### src/rtl/keccak_msg_sched.sv
// Message scheduler for a SHA3-512 core: clears the core, streams a padded-length message
// as 32-bit words, waits for the digest and drains it one word at a time.
module keccak_msg_sched #(
    parameter int MAX_BYTES = 64
) (
    input  logic         clk,
    input  logic         reset,
    input  logic         start,
    input  logic [511:0] msg_in,
    input  logic [6:0]   msg_len,
    output logic         busy,
    output logic         core_reset,
    output logic [31:0]  core_in,
    output logic         core_in_ready,
    output logic         core_is_last,
    output logic [1:0]   core_byte_num,
    input  logic         core_buffer_full,
    input  logic [511:0] core_out,
    input  logic         core_out_ready,
    output logic [31:0]  hash_out32,
    output logic [3:0]   hash_idx,
    output logic         hash_valid,
    input  logic         hash_ready,
    output logic         done
);

    localparam logic [6:0] LP_MAX_LEN = 7'(MAX_BYTES);

    typedef enum logic [2:0] {
        S_IDLE,
        S_CLR,
        S_FEED,
        S_WAIT,
        S_DRAIN,
        S_FIN
    } state_t;

    state_t         r_state;
    state_t         w_next;
    logic [511:0]   r_msg;
    logic [511:0]   r_digest;
    logic [6:0]     r_len;
    logic [4:0]     r_widx;
    logic [3:0]     r_hidx;

    logic [6:0]     w_len_clamped;
    logic [4:0]     w_nwords;
    logic           w_is_last;
    logic [511:0]   w_msg_shift;
    logic [511:0]   w_dig_shift;
    logic [31:0]    w_word;
    logic           w_feed_take;
    logic           w_drain_take;

    // Keeps the first n bytes of a word (n=0 keeps none: the tail word is empty).
    function automatic logic [31:0] f_tail_mask(input logic [1:0] n);
        case (n)
            2'd1:    f_tail_mask = 32'hFF00_0000;
            2'd2:    f_tail_mask = 32'hFFFF_0000;
            2'd3:    f_tail_mask = 32'hFFFF_FF00;
            default: f_tail_mask = 32'h0000_0000;
        endcase
    endfunction

    assign w_len_clamped = (msg_len > LP_MAX_LEN) ? LP_MAX_LEN : msg_len;
    assign w_nwords      = r_len[6:2];
    assign w_is_last     = (r_widx == w_nwords);
    // Word index 16 (len=64) shifts everything out, giving the all-zero tail word.
    assign w_msg_shift   = r_msg << {r_widx, 5'b0};
    assign w_dig_shift   = r_digest << {r_hidx, 5'b0};
    assign w_word        = w_is_last ? (w_msg_shift[511:480] & f_tail_mask(r_len[1:0]))
                                     : w_msg_shift[511:480];
    assign w_feed_take   = (r_state == S_FEED) && !core_buffer_full;
    assign w_drain_take  = (r_state == S_DRAIN) && hash_ready;

    always_ff @(posedge clk or negedge reset) begin
        if (!reset) begin
            r_state <= S_IDLE;
        end else begin
            r_state <= w_next;
        end
    end

    always_comb begin
        w_next        = r_state;
        busy          = (r_state != S_IDLE);
        core_reset    = 1'b0;
        core_in_ready = 1'b0;
        core_in       = 32'h0;
        core_is_last  = 1'b0;
        core_byte_num = 2'd0;
        hash_valid    = 1'b0;
        hash_out32    = 32'h0;
        hash_idx      = r_hidx;
        done          = 1'b0;
        case (r_state)
            S_IDLE: begin
                if (start) w_next = S_CLR;
            end
            S_CLR: begin
                core_reset = 1'b1;
                w_next     = S_FEED;
            end
            S_FEED: begin
                core_in_ready = 1'b1;
                core_in       = w_word;
                core_is_last  = w_is_last;
                core_byte_num = w_is_last ? r_len[1:0] : 2'd0;
                if (w_feed_take && w_is_last) w_next = S_WAIT;
            end
            S_WAIT: begin
                if (core_out_ready) w_next = S_DRAIN;
            end
            S_DRAIN: begin
                hash_valid = 1'b1;
                hash_out32 = w_dig_shift[511:480];
                if (w_drain_take && (r_hidx == 4'd15)) w_next = S_FIN;
            end
            S_FIN: begin
                done   = 1'b1;
                w_next = S_IDLE;
            end
            default: w_next = S_IDLE;
        endcase
    end

    always_ff @(posedge clk or negedge reset) begin
        if (!reset) begin
            r_msg    <= '0;
            r_len    <= '0;
            r_widx   <= '0;
            r_hidx   <= '0;
            r_digest <= '0;
        end else begin
            case (r_state)
                S_IDLE: begin
                    if (start) begin
                        r_msg <= msg_in;
                        r_len <= w_len_clamped;
                    end
                end
                S_CLR: begin
                    r_widx <= '0;
                    r_hidx <= '0;
                end
                S_FEED: begin
                    if (w_feed_take && !w_is_last) r_widx <= r_widx + 5'd1;
                end
                S_WAIT: begin
                    if (core_out_ready) r_digest <= core_out;
                end
                S_DRAIN: begin
                    if (w_drain_take && (r_hidx != 4'd15)) r_hidx <= r_hidx + 4'd1;
                end
                S_FIN: begin
                    r_hidx <= '0;
                end
                default: ;
            endcase
        end
    end

endmodule

### config.mk
export PLATFORM = sky130hd
export DESIGN_NAME = keccak_msg_sched
export DESIGN_NICKNAME = d
export VERILOG_FILES = /design/src/rtl/keccak_msg_sched.sv
export SDC_FILE = /design/constraint.sdc
export NUM_CORES = 2
export LEC_CHECK = 0
export ABC_AREA = 1
export CAP_MARGIN = 10
export CORE_AREA = 3 3 429 431
export CTS_CLUSTER_DIAMETER = 150
export DETAILED_ROUTE_END_ITERATION = 10
export DIE_AREA = 0 0 432 434
export HOLD_SLACK_MARGIN = 0.15
export MAX_ROUTING_LAYER = met4
export PLACE_DENSITY = 0.56
export RECOVER_POWER = 25
export SLEW_MARGIN = 15
export SYNTH_ARGS = -nofsm -noshare
export SYNTH_HDL_FRONTEND = slang
export SYNTH_SLANG_ARGS = --single-unit
### constraint.sdc
create_clock -name clk -period 1.66 [get_ports clk]
set_input_delay 0.249 -clock clk [delete_from_list [all_inputs] [get_ports clk]]
set_output_delay 0.249 -clock clk [all_outputs]
set_load 0.01 [all_outputs]
-- After elaboration in Yosys (flattened, before gate mapping)
Index checks and enable logic that the tools add are counted.
- output and inout bits: 76
- memories: 0
- register bits after elaboration: 1043
- RAM bits: 0
- bits in latches: 0
- ROM bits: 0
- $add $sub $neg: 2
- $lt $le $gt $ge: 1
- shift-type cells: 2
- multiplexer cells: 21
- multiply operators: 0
- equality and inequality tests: 17
- div/mod/pow operators: 0
- reduce and logical (&&, ||, !) cells: 18
- bitwise logic cells: 1
- operator list (operator ; count):
    $shl 512x10->512 ; 1
    $shl 512x9->512 ; 1
    $mux 32 ; 3
    $pmux 32 s3 ; 1
    $and 32x32->32 ; 1
    $pmux 3 s5 ; 1
    $mux 3 ; 4
    $pmux 5 s2 ; 1
    $ne 2x1->1 const B ; 4
    $pmux 4 s2 ; 1
    $reduce_and 2->1 ; 4
    $gt 7x7->1 const B ; 1
    $mux 7 ; 1
    $eq 3x2->1 const B ; 2
    $eq 3x3->1 const B ; 2
    $logic_and 1x1->1 ; 6
    $add 5x1->5 const B ; 1
    $eq 5x5->1 ; 1
    $mux 1 ; 5
    $mux 5 ; 1
    $add 4x1->4 const B ; 1
    $eq 2x2->1 const B ; 2
    $eq 4x4->1 const B ; 1
    $mux 2 ; 2
    other kinds (11) ; 14

-- Depth between registers and ports, before layout
- depth in word-level cells: 5
- depth in mapped cells: 11

-- Worst setup path after synthesis
OpenSTA, ideal clock, no wires.
- path type: reg2out
- start: register r_hidx[0], in the netlist hash_idx[0]
- end: output port hash_out32[27]
- required time: 1.411 ns
- data arrival time: 1.598 ns
- stages on the path, launching flop included: 11
- buffers on the path: 3
- slack: -0.187 ns
- cells stage by stage: dfrtp_1 inv_2 buf_4 buf_4 buf_2 nor2_1 o21ai_0 nand2_1 nand2_1 inv_1 a21oi_1
- word-level cells in the longest chain between the ends: 2
- RTL lines (what ; line ; source):
    start, declared ; 44 ; logic [3:0] r_hidx;
    start signal, assigned ; 153 ; if (w_drain_take && (r_hidx != 4'd15)) r_hidx <= r_hidx + 4'd1;
    $shl 512x9->512 ; 70 ; assign w_dig_shift = r_digest << {r_hidx, 5'b0};
    $mux 32 ; 96 ; case (r_state)
    end, declared ; 20 ; output logic [31:0] hash_out32,
No other way between the ends.

-- Worst setup path in the final report
- start: register r_widx[0]
- end: output port core_in[2]
- word-level cells in the longest chain between the ends: 4
- elaborated cells between the ends (all ways): 5
- RTL lines (what ; line ; source):
    start, declared ; 43 ; logic [4:0] r_widx;
    start signal, assigned ; 147 ; if (w_feed_take && !w_is_last) r_widx <= r_widx + 5'd1;
    $shl 512x10->512 ; 69 ; assign w_msg_shift = r_msg << {r_widx, 5'b0};
    $and 32x32->32 ; 71 ; assign w_word = w_is_last ? (w_msg_shift[511:480] & f_tail_mask(r_len[1:0]))
    $mux 32 (*) ; 71 ;
    $mux 32 (*) ; 96 ;
    end, declared ; 13 ; output logic [31:0] core_in,
Mark *: on every way between the ends. The rest lies on a longest branch, timed or not.

==> impl_metrics.tcl <==
set metrics [dict create \
    ys_warn_count 0 \
    port_buffers 1112 \
    die_y_um 434 \
    antenna_found_initial 67 \
    seqPwrFrac_pct 32.7 \
    layoutNonFillerInstCount 10730 \
    syn_nets 6571 \
    grt_max_degree 87 \
    cts_sinks 1043 \
    hold_path_class "primary input to flip-flop" \
    power.internal_mw 86.99 \
    gp_congestion 0.9313 \
    dp.cells 9233 \
    leakage_nw 40.23 \
    setup_violations 1352 \
    insertion_delay_ps 790 \
    fin_nets 9240 \
    netlist_instances 5532 \
    yosysSeqAreaShare_pct 53.64 \
    cts_root_buf "clkbuf_16" \
    power_frac_comb_pct 47.3 \
    cts_tree "yes" \
    syn_area_um2 48660 \
    synth.distinct_cells 33 \
    initial_core_util_pct 26.95 \
    core-area_um2 180500 \
    die_x_um 432 \
    skew_ps 36.97 \
    cts_buffers 121 \
    worstMarginPinSlew_ps 967.0 \
    path_class "flip-flop to output port" \
    clockPowerShare_pct 20.0 \
    period_share_pct 187.0 \
    dr.pass1.iters 6 \
    crit_path_start_kind "flip-flop" \
    num_io_pins 1113 \
    via_per_inst 4.809 \
    cp.required_ps 1410 \
    final_cell_mix "1,638 x nand2_1, 1,037 x dfrtp_1, 1,035 x clkdlybuf4s50_1" \
    avgSynthCellArea_um2 8.796 \
    outcome "finished with violations" \
    drc_errors 0 \
    drt_iter0_markers 4105 \
    grt_pass1_wl_um 342800 \
    finalWorstSetupSlack_ps -1444 \
    drtAntennaViolNets 0 \
    wl_per_cell_um 23.55 \
    violations "setup timing" \
    vias 51610 \
    ir_worst_vdd_v 0.001088 \
    fmax_mhz 322.2 \
    maxCapViolCount 0 \
    cp_max_fo 12 \
    ys_ff_latch 1043 \
    maxSlewHeadroom_pct 35.54 \
    min_period_ps 3104 \
    area_growth_pct 81.45 \
    grt_pass1_vias 52050 \
    final-max-slew-violation-count 0 \
    hold_viol 0 \
    totalWireLength_um 252700 \
    fp.dieArea_um2 187500 \
    drive_above_1_share_pct 20.18 \
    sw_frac_of_total_pct 38.23 \
    holdWs_ps 198.3 \
    cp-end-kind "output port" \
    rsz0062_at_grt "yes" \
    path_clk_slew_ps 60 \
    track_usage_pct 25.37 \
    dp_hpwl_um 171900 \
    power_density_nw_per_um2 1595 \
    p_sw_mw 53.83 \
    mostFrequentLayoutCell "nand2_1" \
    clock_path_buffers 3 \
    grt-ovfl-total 0 \
    h-tree-depth 3 \
    rows 156 \
    arrival_ps 2860 \
]
registers in the layout, indices dropped and copies added (netlist names):
register,flops
r_len,7
r_msg,512
hash_idx,4
r_digest,512
r_state,3
r_widx,5
final timing paths:
check,from,endpoint,slack [ps],cells after the start
max in group asynchronous,reset,r_msg[157]$_DFFE_PN0P_,-270,5
setup / recovery,r_widx[0]$_DFFE_PN0P_,core_in[2],-1440,9
setup reg to reg,hash_idx[0]$_DFFE_PN0P_,hash_idx[3]$_DFFE_PN0P_,-400,12
hold / removal,core_out[406],r_digest[406]$_DFFE_PN0P_,200,2
min in group asynchronous,reset,r_digest[338]$_DFFE_PN0P_,680,3
hold reg to reg,r_msg[282]$_DFFE_PN0P_,r_msg[282]$_DFFE_PN0P_,470,2
per-layer routing:
layer	share of wire [%]	GRT usage [%]	vias up
met2	49	42.52	2337
li1	-	-	23480
met1	38	28.78	25150
met5	0	-	-
met4	7.0	15.30	0
met3	5.8	3.693	646
power groups by stage:
stage                     clock [mW]  sequential, mW  combinational [mW]
after global routing            29.6            47.1                71.7
after CTS                       28.7            45.2                56.7
after detailed placement           0            45.4                50.0
after floorplan                    0            42.4                27.1
after global placement             0            45.2                49.3
final                           28.2            46.1                66.6
cell families after synthesis:
kind of cell    share of synthesized area, %
simple gates                           21.10
flops                                  53.64
compound gates                         9.051
mux                                    11.87
buf+inv                                4.199
xor+xnor                             0.09001
fa+ha+maj                            0.05142
synthesized netlist by cell type:
| cell | count | area (um^2) |
|---|---|---|
| o21ai_4 | 1 | 16.27 |
| inv_2 | 17 | 63.81 |
| o21ai_1 | 159 | 795.8 |
| mux2_2 | 32 | 360.4 |
| or2_2 | 1 | 6.260 |
| nand2_2 | 3 | 18.77 |
| o211ai_2 | 1 | 12.51 |
| o21ai_0 | 463 | 2317 |
| nand3_4 | 1 | 17.52 |
| nor2_1 | 781 | 2932 |
| nor3_2 | 2 | 20.02 |
| a31oi_1 | 1 | 6.260 |
| a21oi_1 | 67 | 335.3 |
| mux2i_1 | 1 | 10.01 |
| buf_6 | 13 | 146.4 |
| nand4_1 | 3 | 18.77 |
| inv_1 | 59 | 221.5 |
| dfrtp_1 | 1043 | 26100 |
| buf_2 | 154 | 770.7 |
| nor3_1 | 3 | 15.01 |
| ha_1 | 2 | 25.02 |
| buf_4 | 16 | 120.1 |
| nor2_2 | 2 | 12.51 |
| clkinv_1 | 2 | 7.510 |
| nand2_1 | 1830 | 6869 |
| nand3_1 | 72 | 360.4 |
| xnor2_1 | 2 | 17.52 |
| clkbuf_1 | 160 | 600.6 |
| xor2_1 | 3 | 26.28 |
| o211ai_1 | 96 | 720.7 |
| mux2_1 | 480 | 5405 |
| o22ai_1 | 32 | 200.2 |
| buf_1 | 30 | 112.6 |
area by class of cell:
type	instances	area [um^2]
timing repair buffer	2914	31360
multi-input combinational	4038	23050
tap	2370	2965
antenna	60	150.1
timing repair inverter	5	93.84
sequential	1043	26120
clock buffer	179	3598
fill	16040	92250
inverter	78	415.4
clock inverter	45	550.5
timing repair:
item | 4_1_cts | 5_1_grt
endpoints found under the hold margin | 2053 | 0
hold buffers | 1013 | 0
gates resized for setup | 611 | 832
setup buffers | 32 | 83
pin swaps | 119 | 233
cloned | 26 | 84
setup endpoints to repair | 1113 | 1118
worst max-delay path: stages (launching register included):
cell       delay, ps
dfrtp_4          520
buf_12           170
clkinv_16         90
buf_16           150
buf_6            140
nor2_1            60
o211ai_1         310
nand3_2          210
a21oi_2          230
buf_2            170
metrics by stage:
| step | util, % | setup WS (ps) | total power, mW | TNS [ps] | cell area (um^2) |
|---|---|---|---|---|---|
| floorplan | - | -92.48 | 69.54 | -3272 | 49000 |
| detailed placement | 37.26 | -1463 | 95.35 | -241990 | 67260 |
| global route | 48.90 | -1545 | 148.4 | -448590 | 88280 |
| finish | 48.90 | -1444 | 140.8 | -348260 | 88290 |
| CTS | 46.19 | -1558 | 130.5 | -306420 | 83400 |
| global placement | 37.26 | -1470 | 94.46 | -238970 | 67260 |
(Power assumes the default switching activity.)
